### config.mk
export PLATFORM = sky130hd
export DESIGN_NAME = flags_ctrl
export DESIGN_NICKNAME = d
export VERILOG_FILES = /design/src/rtl/flags_pkg.sv /design/src/rtl/flags_stack.sv /design/src/rtl/flags_ctrl.sv
export SDC_FILE = /design/constraint.sdc
export NUM_CORES = 1
export LEC_CHECK = 0
export ABC_AREA = 1
export CORE_MARGIN = 1
export CORE_UTILIZATION = 50
export DETAILED_ROUTE_END_ITERATION = 10
export MAX_ROUTING_LAYER = met4
export PLACE_DENSITY = 0.8
export REMOVE_ABC_BUFFERS = 1
export SETUP_SLACK_MARGIN = 0.4
export SYNTH_ARGS = -nofsm -noshare
export SYNTH_HDL_FRONTEND = slang
export SYNTH_SLANG_ARGS = --single-unit
### constraint.sdc
create_clock -name clk -period 2.39 [get_ports clk]
set_clock_uncertainty 0.1 [all_clocks]
set_input_delay 0.5975 -clock clk [delete_from_list [all_inputs] [get_ports clk]]
set_output_delay 0.5975 -clock clk [all_outputs]
set_load 0.05 [all_outputs]
### src/rtl/flags_pkg.sv
// -----------------------------------------------------------------------------
// flags_pkg
// Shared definitions for the CPU flag-register sequencer.
//   WIDTH / DEPTH : default flag vector width and shadow-stack depth
//   FLAG_*        : bit position of each flag inside the flag vector
//   state_t       : sequencer states (IDLE, HOLD)
// -----------------------------------------------------------------------------
package flags_pkg;

    localparam int WIDTH = 6;
    localparam int DEPTH = 4;

    localparam int FLAG_Z = 0;
    localparam int FLAG_C = 1;
    localparam int FLAG_N = 2;
    localparam int FLAG_V = 3;
    localparam int FLAG_P = 4;
    localparam int FLAG_I = 5;

    // HOLD lasts one cycle after a restore so the restored flags are
    // observable before any ALU or software write can overwrite them.
    typedef enum logic {
        IDLE = 1'b0,
        HOLD = 1'b1
    } state_t;

endpackage

### src/rtl/flags_stack.sv
// -----------------------------------------------------------------------------
// flags_stack
// DEPTH x WIDTH LIFO holding saved flag words for nested interrupts.
// Ports:
//   clk, rst_n : clock, asynchronous active-low reset (occupancy only)
//   push, din  : push din when not full; a push on full is ignored
//   pop        : drop the top entry when not empty; a pop on empty is ignored
//   dout       : current top entry (undefined when empty)
//   depth      : occupancy, 0..DEPTH
//   full/empty : depth==DEPTH / depth==0
// The caller never pushes and pops in the same cycle.
// -----------------------------------------------------------------------------
module flags_stack #(
    parameter int WIDTH = 6,
    parameter int DEPTH = 4,
    localparam int DW = $clog2(DEPTH + 1)
) (
    input  logic             clk,
    input  logic             rst_n,
    input  logic             push,
    input  logic             pop,
    input  logic [WIDTH-1:0] din,
    output logic [WIDTH-1:0] dout,
    output logic [DW-1:0]    depth,
    output logic             full,
    output logic             empty
);

    localparam int AW = (DEPTH > 1) ? $clog2(DEPTH) : 1;

    logic [WIDTH-1:0] mem [DEPTH];
    logic [AW-1:0]    wr_idx;
    logic [AW-1:0]    top_idx;

    assign full    = (depth == DW'(DEPTH));
    assign empty   = (depth == '0);
    assign wr_idx  = AW'(depth);
    assign top_idx = AW'(depth - DW'(1));
    assign dout    = mem[top_idx];

    // Storage is deliberately left unreset; only occupancy defines validity.
    always_ff @(posedge clk) begin
        if (push && !full) begin
            mem[wr_idx] <= din;
        end
    end

    // Occupancy saturates at both ends instead of wrapping.
    always_ff @(posedge clk or negedge rst_n) begin
        if (!rst_n) begin
            depth <= '0;
        end else if (push && !full) begin
            depth <= depth + DW'(1);
        end else if (pop && !empty) begin
            depth <= depth - DW'(1);
        end
    end

endmodule

### src/rtl/flags_ctrl.sv
// -----------------------------------------------------------------------------
// flags_ctrl
// Arbitrates ALU updates, software writes and interrupt save/restore into a
// single flag-register write per cycle, with a LIFO shadow stack of saved flags.
// Ports:
//   clk, rst_n                  : clock, asynchronous active-low reset
//   alu_req/alu_mask/alu_flags  : masked ALU update request, alu_gnt accepts
//   sw_req/sw_flags             : whole-word software write, sw_gnt accepts
//   save_req / save_gnt         : push current flags
//   restore_req / restore_gnt   : pop flags from the stack
//   err_clr                     : clears sticky err
//   flags                       : current flag value (registered)
//   flag_we / flag_wdata        : one-cycle write pulse and data (registered)
//   depth / full / empty        : stack occupancy
//   err                         : sticky push-on-full / pop-on-empty error
// Priority is restore > save > sw > alu; save may pair with sw or alu.
// -----------------------------------------------------------------------------
module flags_ctrl
    import flags_pkg::*;
#(
    parameter int WIDTH = flags_pkg::WIDTH,
    parameter int DEPTH = flags_pkg::DEPTH,
    localparam int DW = $clog2(DEPTH + 1)
) (
    input  logic             clk,
    input  logic             rst_n,
    input  logic             alu_req,
    input  logic [WIDTH-1:0] alu_mask,
    input  logic [WIDTH-1:0] alu_flags,
    output logic             alu_gnt,
    input  logic             sw_req,
    input  logic [WIDTH-1:0] sw_flags,
    output logic             sw_gnt,
    input  logic             save_req,
    output logic             save_gnt,
    input  logic             restore_req,
    output logic             restore_gnt,
    input  logic             err_clr,
    output logic [WIDTH-1:0] flags,
    output logic             flag_we,
    output logic [WIDTH-1:0] flag_wdata,
    output logic [DW-1:0]    depth,
    output logic             full,
    output logic             empty,
    output logic             err
);

    state_t           state;
    state_t           next_state;
    logic [WIDTH-1:0] stack_dout;
    logic [WIDTH-1:0] alu_result;
    logic             push_err;
    logic             pop_err;

    flags_stack #(
        .WIDTH (WIDTH),
        .DEPTH (DEPTH)
    ) u_stack (
        .clk   (clk),
        .rst_n (rst_n),
        .push  (save_gnt),
        .pop   (restore_gnt),
        .din   (flags),
        .dout  (stack_dout),
        .depth (depth),
        .full  (full),
        .empty (empty)
    );

    assign alu_result = (flags & ~alu_mask) | (alu_flags & alu_mask);
    assign push_err   = save_gnt && full;
    assign pop_err    = restore_gnt && empty;

    always_ff @(posedge clk or negedge rst_n) begin
        if (!rst_n) begin
            state <= IDLE;
        end else begin
            state <= next_state;
        end
    end

    // Grants depend only on requests and state. Gating with rst_n keeps every
    // grant low while reset is asserted. sw and alu are locked out in HOLD.
    always_comb begin
        alu_gnt     = 1'b0;
        sw_gnt      = 1'b0;
        save_gnt    = 1'b0;
        restore_gnt = 1'b0;
        next_state  = IDLE;
        if (rst_n) begin
            restore_gnt = restore_req;
            save_gnt    = save_req && !restore_req;
            sw_gnt      = sw_req && !restore_req && (state == IDLE);
            alu_gnt     = alu_req && !restore_req && !sw_req && (state == IDLE);
        end
        if (restore_gnt) begin
            next_state = HOLD;
        end
    end

    // A restore on an empty stack is granted but leaves flags untouched and
    // does not pulse flag_we; save never alters flags.
    always_ff @(posedge clk or negedge rst_n) begin
        if (!rst_n) begin
            flags      <= '0;
            flag_we    <= 1'b0;
            flag_wdata <= '0;
        end else begin
            flag_we <= 1'b0;
            if (restore_gnt) begin
                if (!empty) begin
                    flags      <= stack_dout;
                    flag_we    <= 1'b1;
                    flag_wdata <= stack_dout;
                end
            end else if (sw_gnt) begin
                flags      <= sw_flags;
                flag_we    <= 1'b1;
                flag_wdata <= sw_flags;
            end else if (alu_gnt) begin
                flags      <= alu_result;
                flag_we    <= 1'b1;
                flag_wdata <= alu_result;
            end
        end
    end

    // A new error in the same cycle as err_clr keeps err set.
    always_ff @(posedge clk or negedge rst_n) begin
        if (!rst_n) begin
            err <= 1'b0;
        end else if (push_err || pop_err) begin
            err <= 1'b1;
        end else if (err_clr) begin
            err <= 1'b0;
        end
    end

endmodule

==> flow_summary.html <==
<table>
<tr><th>Metric</th><th>Value</th></tr>
<tr><th colspan="2">Global route</th></tr>
<tr><td>Initial antenna violation count</td><td>0</td></tr>
<tr><td>Wire length of the first global-routing pass</td><td>7730 um</td></tr>
<tr><td>Overall track demand over capacity in global routing</td><td>0.251</td></tr>
<tr><td>Global route total overflow</td><td>0</td></tr>
<tr><td>Via count of the first global-routing pass</td><td>1,772</td></tr>
<tr><td>Largest net degree at the start of global routing</td><td>17</td></tr>
<tr><th colspan="2">Die</th></tr>
<tr><td>Vert. Die Dim</td><td>66.0 um</td></tr>
<tr><td>Count of pins on the block boundary</td><td>48</td></tr>
<tr><td>Core Region</td><td>3800 um2</td></tr>
<tr><td>Effective utilization at floorplan</td><td>0.540</td></tr>
<tr><td>Placement row count</td><td>22</td></tr>
<tr><td>X dimension of the die</td><td>66.0 um</td></tr>
<tr><td>Total die area</td><td>4360 um2</td></tr>
<tr><th colspan="2">CTS</th></tr>
<tr><td>Clock-pin transition on the worst setup and hold timing paths</td><td>0.07 ns</td></tr>
<tr><td>Maximum level of the CTS H-tree</td><td>2</td></tr>
<tr><td>Clock network latency to the later pin of the worst-skew pair</td><td>0.28 ns</td></tr>
<tr><td>Number of hold buffers added after cts</td><td>0</td></tr>
<tr><td>CTS buffer count</td><td>5</td></tr>
<tr><td>CTS tree</td><td>yes</td></tr>
<tr><td>Maximum clock insertion buffer count</td><td>2</td></tr>
<tr><td>Clock tree sinks</td><td>36</td></tr>
<tr><td>Clock root cell</td><td>sky130_fd_sc_hd__clkbuf_8</td></tr>
<tr><th colspan="2">Placement</th></tr>
<tr><td>Number of buffers inserted by port buffering</td><td>47</td></tr>
<tr><td>Number of cells in the design after placement</td><td>351</td></tr>
<tr><td>Setup WS pre-CTS</td><td>0.0422 ns</td></tr>
<tr><td>Weighted congestion reported at the end of routability-driven placement</td><td>0.765</td></tr>
<tr><td>Placed wire-length estimate after detailed placement</td><td>3260 um</td></tr>
<tr><th colspan="2">Layout</th></tr>
<tr><td>Synthesis-to-layout area growth</td><td>36.6%</td></tr>
<tr><td>Final std cells w/o fill</td><td>367</td></tr>
<tr><td>Most common cell after layout, fill and taps aside</td><td>sky130_fd_sc_hd__nand2_1</td></tr>
<tr><td>Top library cells by usage in the layout, fill and taps aside</td><td>97 x sky130_fd_sc_hd__nand2_1, 38 x sky130_fd_sc_hd__inv_1, 24 x sky130_fd_sc_hd__buf_4, 24 x sky130_fd_sc_hd__edfxtp_1</td></tr>
<tr><td>Count of antenna diodes in the layout</td><td>0</td></tr>
<tr><td>Nets</td><td>348</td></tr>
<tr><td>Fraction of layout instances using a drive strength above 1</td><td>0.248</td></tr>
<tr><th colspan="2">Critical path</th></tr>
<tr><td>Setup slack on the worst flop-to-flop path</td><td>0.86 ns</td></tr>
<tr><td>Critical Path, Cell by Cell</td><td>dlygate4sd2_1, nor2_1, nand3_2, inv_2, buf_12</td></tr>
<tr><td>Depth of the most critical reg-to-reg path</td><td>6</td></tr>
<tr><td>Termination of the worst setup path</td><td>alu_gnt</td></tr>
<tr><td>Crit path launch</td><td>sw_req</td></tr>
<tr><td>Largest delay contributor family on the critical path</td><td>buffers and inverters</td></tr>
<tr><td>Stages on worst setup path</td><td>5</td></tr>
<tr><td>Crit end category</td><td>output pin</td></tr>
<tr><td>Startpoint Class</td><td>input pin</td></tr>
<tr><td>Worst Path Arrival</td><td>1.28 ns</td></tr>
<tr><td>Slowest-stage cell, CP</td><td>sky130_fd_sc_hd__dlygate4sd2_1</td></tr>
<tr><td>RR Startpoint</td><td>u_stack.depth[0]</td></tr>
<tr><td>WP data required</td><td>1.69 ns</td></tr>
<tr><td>Kind of critical path</td><td>in -&gt; out</td></tr>
<tr><td>Maximum fanout along the worst path</td><td>2</td></tr>
<tr><td>Worst reg2reg endpoint</td><td>u_stack.mem[2][5]</td></tr>
<tr><td>Peak per-stage delay on the critical path</td><td>0.25 ns</td></tr>
<tr><td>Number of buffers and inverters on the critical path</td><td>3</td></tr>
<tr><th colspan="2">Timing</th></tr>
<tr><td>Fin crit share</td><td>0.827</td></tr>
<tr><td>Total of endpoints with negative setup slack in the final report</td><td>0</td></tr>
<tr><td>Final min period</td><td>1.98 ns</td></tr>
<tr><td>Worst hold slack</td><td>0.271 ns</td></tr>
<tr><td>Setup tns final</td><td>0 ns</td></tr>
<tr><td>Headroom to the max-slew limit</td><td>0.654</td></tr>
<tr><td>Final setup margin</td><td>0.414 ns</td></tr>
<tr><td>Achievable clock frequency</td><td>0.506 GHz</td></tr>
<tr><td>Hold Violations, Final</td><td>0</td></tr>
<tr><td>Slew @ Worst Pin</td><td>0.521 ns</td></tr>
<tr><td>Unrepaired setup endpoints after global routing</td><td>yes</td></tr>
<tr><td>Max-slew violation total from the final report</td><td>0</td></tr>
<tr><th colspan="2">Power</th></tr>
<tr><td>Pwr/cell area</td><td>1080 nW/um2</td></tr>
<tr><td>IR drop worst, VDD</td><td>0.591 mV</td></tr>
<tr><td>Leakage power</td><td>1.48 nW</td></tr>
<tr><th colspan="2">Detailed routing</th></tr>
<tr><td>Number of vias per cell after detailed routing</td><td>4.85</td></tr>
<tr><td>First drt pass iteration count</td><td>4</td></tr>
<tr><td>Total number of vias</td><td>1,781</td></tr>
<tr><td>Wire per inst</td><td>12.5 um</td></tr>
<tr><td>Residual DRC count</td><td>0</td></tr>
<tr><td>Post-detailed-routing wire length</td><td>4600 um</td></tr>
<tr><td>Antenna-violating nets left</td><td>0</td></tr>
<tr><td>Initial detailed-routing violation count</td><td>73</td></tr>
<tr><th colspan="2">Synthesis</th></tr>
<tr><td>Share of cell area taken by muxes after synthesis</td><td>0</td></tr>
<tr><td>Dominant combinational cell family by area after synthesis</td><td>simple AND/OR/NAND/NOR gates</td></tr>
<tr><td>Yosys reg bits</td><td>36</td></tr>
<tr><td>Average instance area after synthesis</td><td>8.17 um2</td></tr>
<tr><td>Synth warn</td><td>0</td></tr>
<tr><td>Post-synthesis adder-cell area fraction</td><td>0.0305</td></tr>
<tr><td>Mapped Cells</td><td>251</td></tr>
<tr><td>Post-synthesis xor/xnor area fraction</td><td>0.0128</td></tr>
<tr><td>Netlist Area Pre-Place</td><td>2050 um2</td></tr>
<tr><td>Post-Synth Simple-Gate Area</td><td>0.316</td></tr>
<tr><td>Share of the yosys chip area belonging to registers</td><td>0.498</td></tr>
<tr><td>Area fraction in compound gates after synthesis</td><td>0.0104</td></tr>
<tr><td>Number of distinct library cells after synthesis</td><td>22</td></tr>
<tr><th colspan="2">Job</th></tr>
<tr><td>Max capacitance violation total</td><td>0</td></tr>
<tr><th colspan="2">Worst hold path</th></tr>
<tr><td>Hold Crit Class</td><td>in -&gt; async</td></tr>
<tr><th colspan="2">Run status</th></tr>
<tr><td>Run status</td><td>complete, no violations</td></tr>
</table>
## report_power, final
group	switching, W	internal [W]
logic	0.00114	0.000543
clock network	0.000199	0.000202
registers	0.000121	0.000827
## worst min-delay path, stage by stage
cell and delay (ns):
sky130_fd_sc_hd__buf_2 0.11, sky130_fd_sc_hd__buf_6 0.10, sky130_fd_sc_hd__buf_4 0.20
## cell usage after synthesis
library cell,instances,area share
sky130_fd_sc_hd__nand3b_2,6,0.033
sky130_fd_sc_hd__clkinv_1,6,0.011
sky130_fd_sc_hd__nor2_4,2,0.011
sky130_fd_sc_hd__inv_1,45,0.082
sky130_fd_sc_hd__nand3_4,1,0.0085
sky130_fd_sc_hd__nand3_1,20,0.049
sky130_fd_sc_hd__nand2_4,1,0.0055
sky130_fd_sc_hd__dfrtp_1,12,0.15
sky130_fd_sc_hd__o211ai_1,1,0.0037
sky130_fd_sc_hd__nand2_2,5,0.015
sky130_fd_sc_hd__buf_4,6,0.022
sky130_fd_sc_hd__o21ai_0,1,0.0024
sky130_fd_sc_hd__ha_1,5,0.031
sky130_fd_sc_hd__buf_2,3,0.0073
sky130_fd_sc_hd__buf_6,1,0.0055
sky130_fd_sc_hd__nand2_1,99,0.18
sky130_fd_sc_hd__xor2_1,3,0.013
sky130_fd_sc_hd__clkbuf_1,1,0.0018
sky130_fd_sc_hd__nor2_1,7,0.013
sky130_fd_sc_hd__edfxtp_1,24,0.35
sky130_fd_sc_hd__inv_2,1,0.0018
sky130_fd_sc_hd__o221ai_1,1,0.0043
## metal layers
layer  global-route usage  up-vias  wire (um)
met5                    -        -          0
met4                0.109        0         95
met3               0.0431        8        183
met2                0.452       51       2480
met1                0.270      834       1840
li1                     -      888          -
## worst min-delay path by stage
stage / startpoint / endpoint / slack (ns) / depth (start not counted)
floorplan: rst_n / async pin / 0.20 / 0
global placement: register / u_stack.mem[0][2] / 0.46 / 0
detailed placement: register / u_stack.mem[0][2] / 0.47 / 0
CTS: rst_n / u_stack.depth[2] / 0.35 / 3
global route: rst_n / async pin / 0.27 / 3
finish: rst_n / async pin / 0.27 / 3
## metrics by stage
step	power (W)	cell area (um2)	util
3_5_place_dp	0.00266	2680	0.706
2_1_floorplan	0.00199	1970	-
4_1_cts	0.00302	2820	0.743
6_report	0.00303	2800	0.737
3_3_place_gp	0.00262	2680	0.706
5_1_grt	0.00322	2800	0.737
## what timing repair did
action / in CTS / in global routing
endpoints found under the setup margin: 46 / 18
pin swaps: 4 / 2
endpoints found under the hold margin: 0 / 0
setup buffers: 5 / 3
gates resized for setup: 48 / 19
## kinds of logic (layout without fill, tap and decap cells)
kind of cell | Yosys count | count (layout)
simple gates | 141 | 141
buf+inv | 63 | 131
flops | 36 | 36
fa+ha+maj | 5 | 5
compound gates | 3 | 3
xor+xnor | 3 | 3
## final cells by class
class | count | area [um2]
Sequential cell | 36 | 1020
Fill cell | 284 | 998
Multi-Input combinational cell | 152 | 788
Timing Repair Buffer | 71 | 652
Inverter | 52 | 195
Clock buffer | 6 | 72.6
Tap cell | 48 | 60.1
Clock inverter | 2 | 11.3
(Power assumes the default switching activity.)
==> patch (config.mk and constraints unchanged) <==
Register the input `sw_flags` before use. The logic sees it one clock later. The other inputs are not delayed to match.
--- a/src/rtl/flags_ctrl.sv
+++ b/src/rtl/flags_ctrl.sv
@@ -45,4 +45,10 @@
     output logic             err
 );
+
+    logic [WIDTH-1:0] sw_flags_q;
+
+    always_ff @(posedge clk) begin
+        sw_flags_q <= sw_flags;
+    end
 
     state_t           state;
@@ -115,7 +121,7 @@
                 end
             end else if (sw_gnt) begin
-                flags      <= sw_flags;
+                flags      <= sw_flags_q;
                 flag_we    <= 1'b1;
-                flag_wdata <= sw_flags;
+                flag_wdata <= sw_flags_q;
             end else if (alu_gnt) begin
                 flags      <= alu_result;
Behaviour: not the same (Yosys sat finds a counterexample within 4 cycles, from zero or initial values and one cycle with rst_n low).
==> patch against the unedited design <==
  * Non-clock buffer count shrank 2
  * Sequential share of layout area grew 1.8 points
  * Wire length grew 1.8%
  * Via count shrank 1.2%
  * Sequential cell count grew 6
  * Cell count grew 1.9%
  * Sequential power grew 13%
  * Final area grew 6.6%
  * First-iteration DRC count grew 47%
  * Area after synthesis grew 4.9%
  * Global-route usage shrank 0.44 points
  * Worst setup slack gained 0.0037 ns
  * Total power grew 15%
==> patch: results (changes against the unedited design) <==
- The total via count in the routed design came to 1760 (was 1781).
- The count of plain and timing-repair buffers is 69 (was 71).
- The placement-stage cell area is 2770 um2 (was 2680 um2).
- The post-layout instance count excluding filler cells is 374 (was 367).
- The sequential share of cell area was 0.382 (was 0.365).
- The multi-input gate area in the final layout is 756 um2 (was 788 um2).
- The final-layout non-clock buffer area share is 0.230 (was 0.233).
- The count of clock-net buffers in the final layout is 5 (was 6).
- The static leakage power came to 1.54 nW (was 1.48 nW).
- Cells taking the most area after synthesis: edfxtp_1 (34%), nand2_1 (17%), dfrtp_1 (14%) (was edfxtp_1 (35%), nand2_1 (18%), dfrtp_1 (15%)).
- The detailed placer's ending HPWL came to 3240 um (was 3260 um).
- The latest clock arrival within the worst-skew pair is 0.30 ns (was 0.28 ns).
- The transition time at the pin with the least slew margin was 0.499 ns (was 0.521 ns).
- The routability congestion estimate is 0.812 (was 0.765).
- The biggest fanout along the worst timing path is 3 (was 2).
- The multi-input combinational cell count was 153 (was 152).
- The pre-CTS setup slack is -0.0128 ns (was 0.0422 ns).
- The number of sequential storage elements came to 42 (was 36).
- The worst-case vdd ir drop was 0.000590 V (was 0.000591 V).
- The maximum cell stage delay along the critical path was 0.42 ns (was 0.25 ns).
- The first-pass GRT wire length is 7890 um (was 7730 um).
- The well-tap cell count is 50 (was 48).
- The total wire length after detailed routing came to 4680 um (was 4600 um).
- Run status: complete, no violations (unchanged).
- The total track usage is 0.247 (was 0.251).
==> patch: logic make-up after synthesis <==
| kind of cell | after synthesis | share of synthesized area |
|---|---|---|
| adder cells (fa/ha/maj) | 5 | 0.0291 |
| buffers and inverters | 63 | 0.129 |
| XOR/XNOR | 3 | 0.0122 |
| flip-flops | 42 | 0.531 |
| AND/OR/NAND/NOR | 143 | 0.293 |
| AO/OA/AOI/OAI | 2 | 0.00640 |
==> patch: repair_timing <==
action / CTS / global route
buffers inserted: 6 / 1
hold buffers: 0 / 0
gates cloned: 0 / 0
pin swaps: 2 / 4
endpoints found under the setup margin: 40 / 6
resized for setup: 58 / 10
==> patch: worst register-to-register path, delay by kind of cell (launching register included) <==
kind / cells / cell delay [ns]
fa+ha+maj: 1 / 0.33
buf+inv: 2 / 0.22
flops: 1 / 0.41
simple gates: 6 / 0.43
==> patch: per-layer routing <==
metal  share of wire  global-route usage
met1            0.44               0.323
met2            0.51               0.391
met5               0                   -
met3           0.042              0.0507
met4          0.0088              0.0585
==> patch: path summary, 6_finish.rpt <==
kind                                                   start                         end  slack [ns]
worst max-delay path            u_stack.depth[1]$_DFFE_PN0P_                        full        0.42
worst min-delay path                                   rst_n             err$_DFFE_PN0P_        0.02
worst max register to register  u_stack.depth[1]$_DFFE_PN0P_                   flip-flop        0.80
worst min register to register               err$_DFFE_PN0P_             err$_DFFE_PN0P_        0.50
max in group asynchronous                              rst_n  asynchronous set/reset pin        1.86
min in group clk                             err$_DFFE_PN0P_             err$_DFFE_PN0P_        0.50
==> patch: where the power goes <==
group / internal [W] / switching, W / leakage, nW / total, W
Combinational: 0.000592 / 0.00115 / 1.04 / 0.00175
Sequential: 0.000935 / 0.000140 / 0.424 / 0.00107
Clock: 0.000418 / 0.000246 / 0.0683 / 0.000665
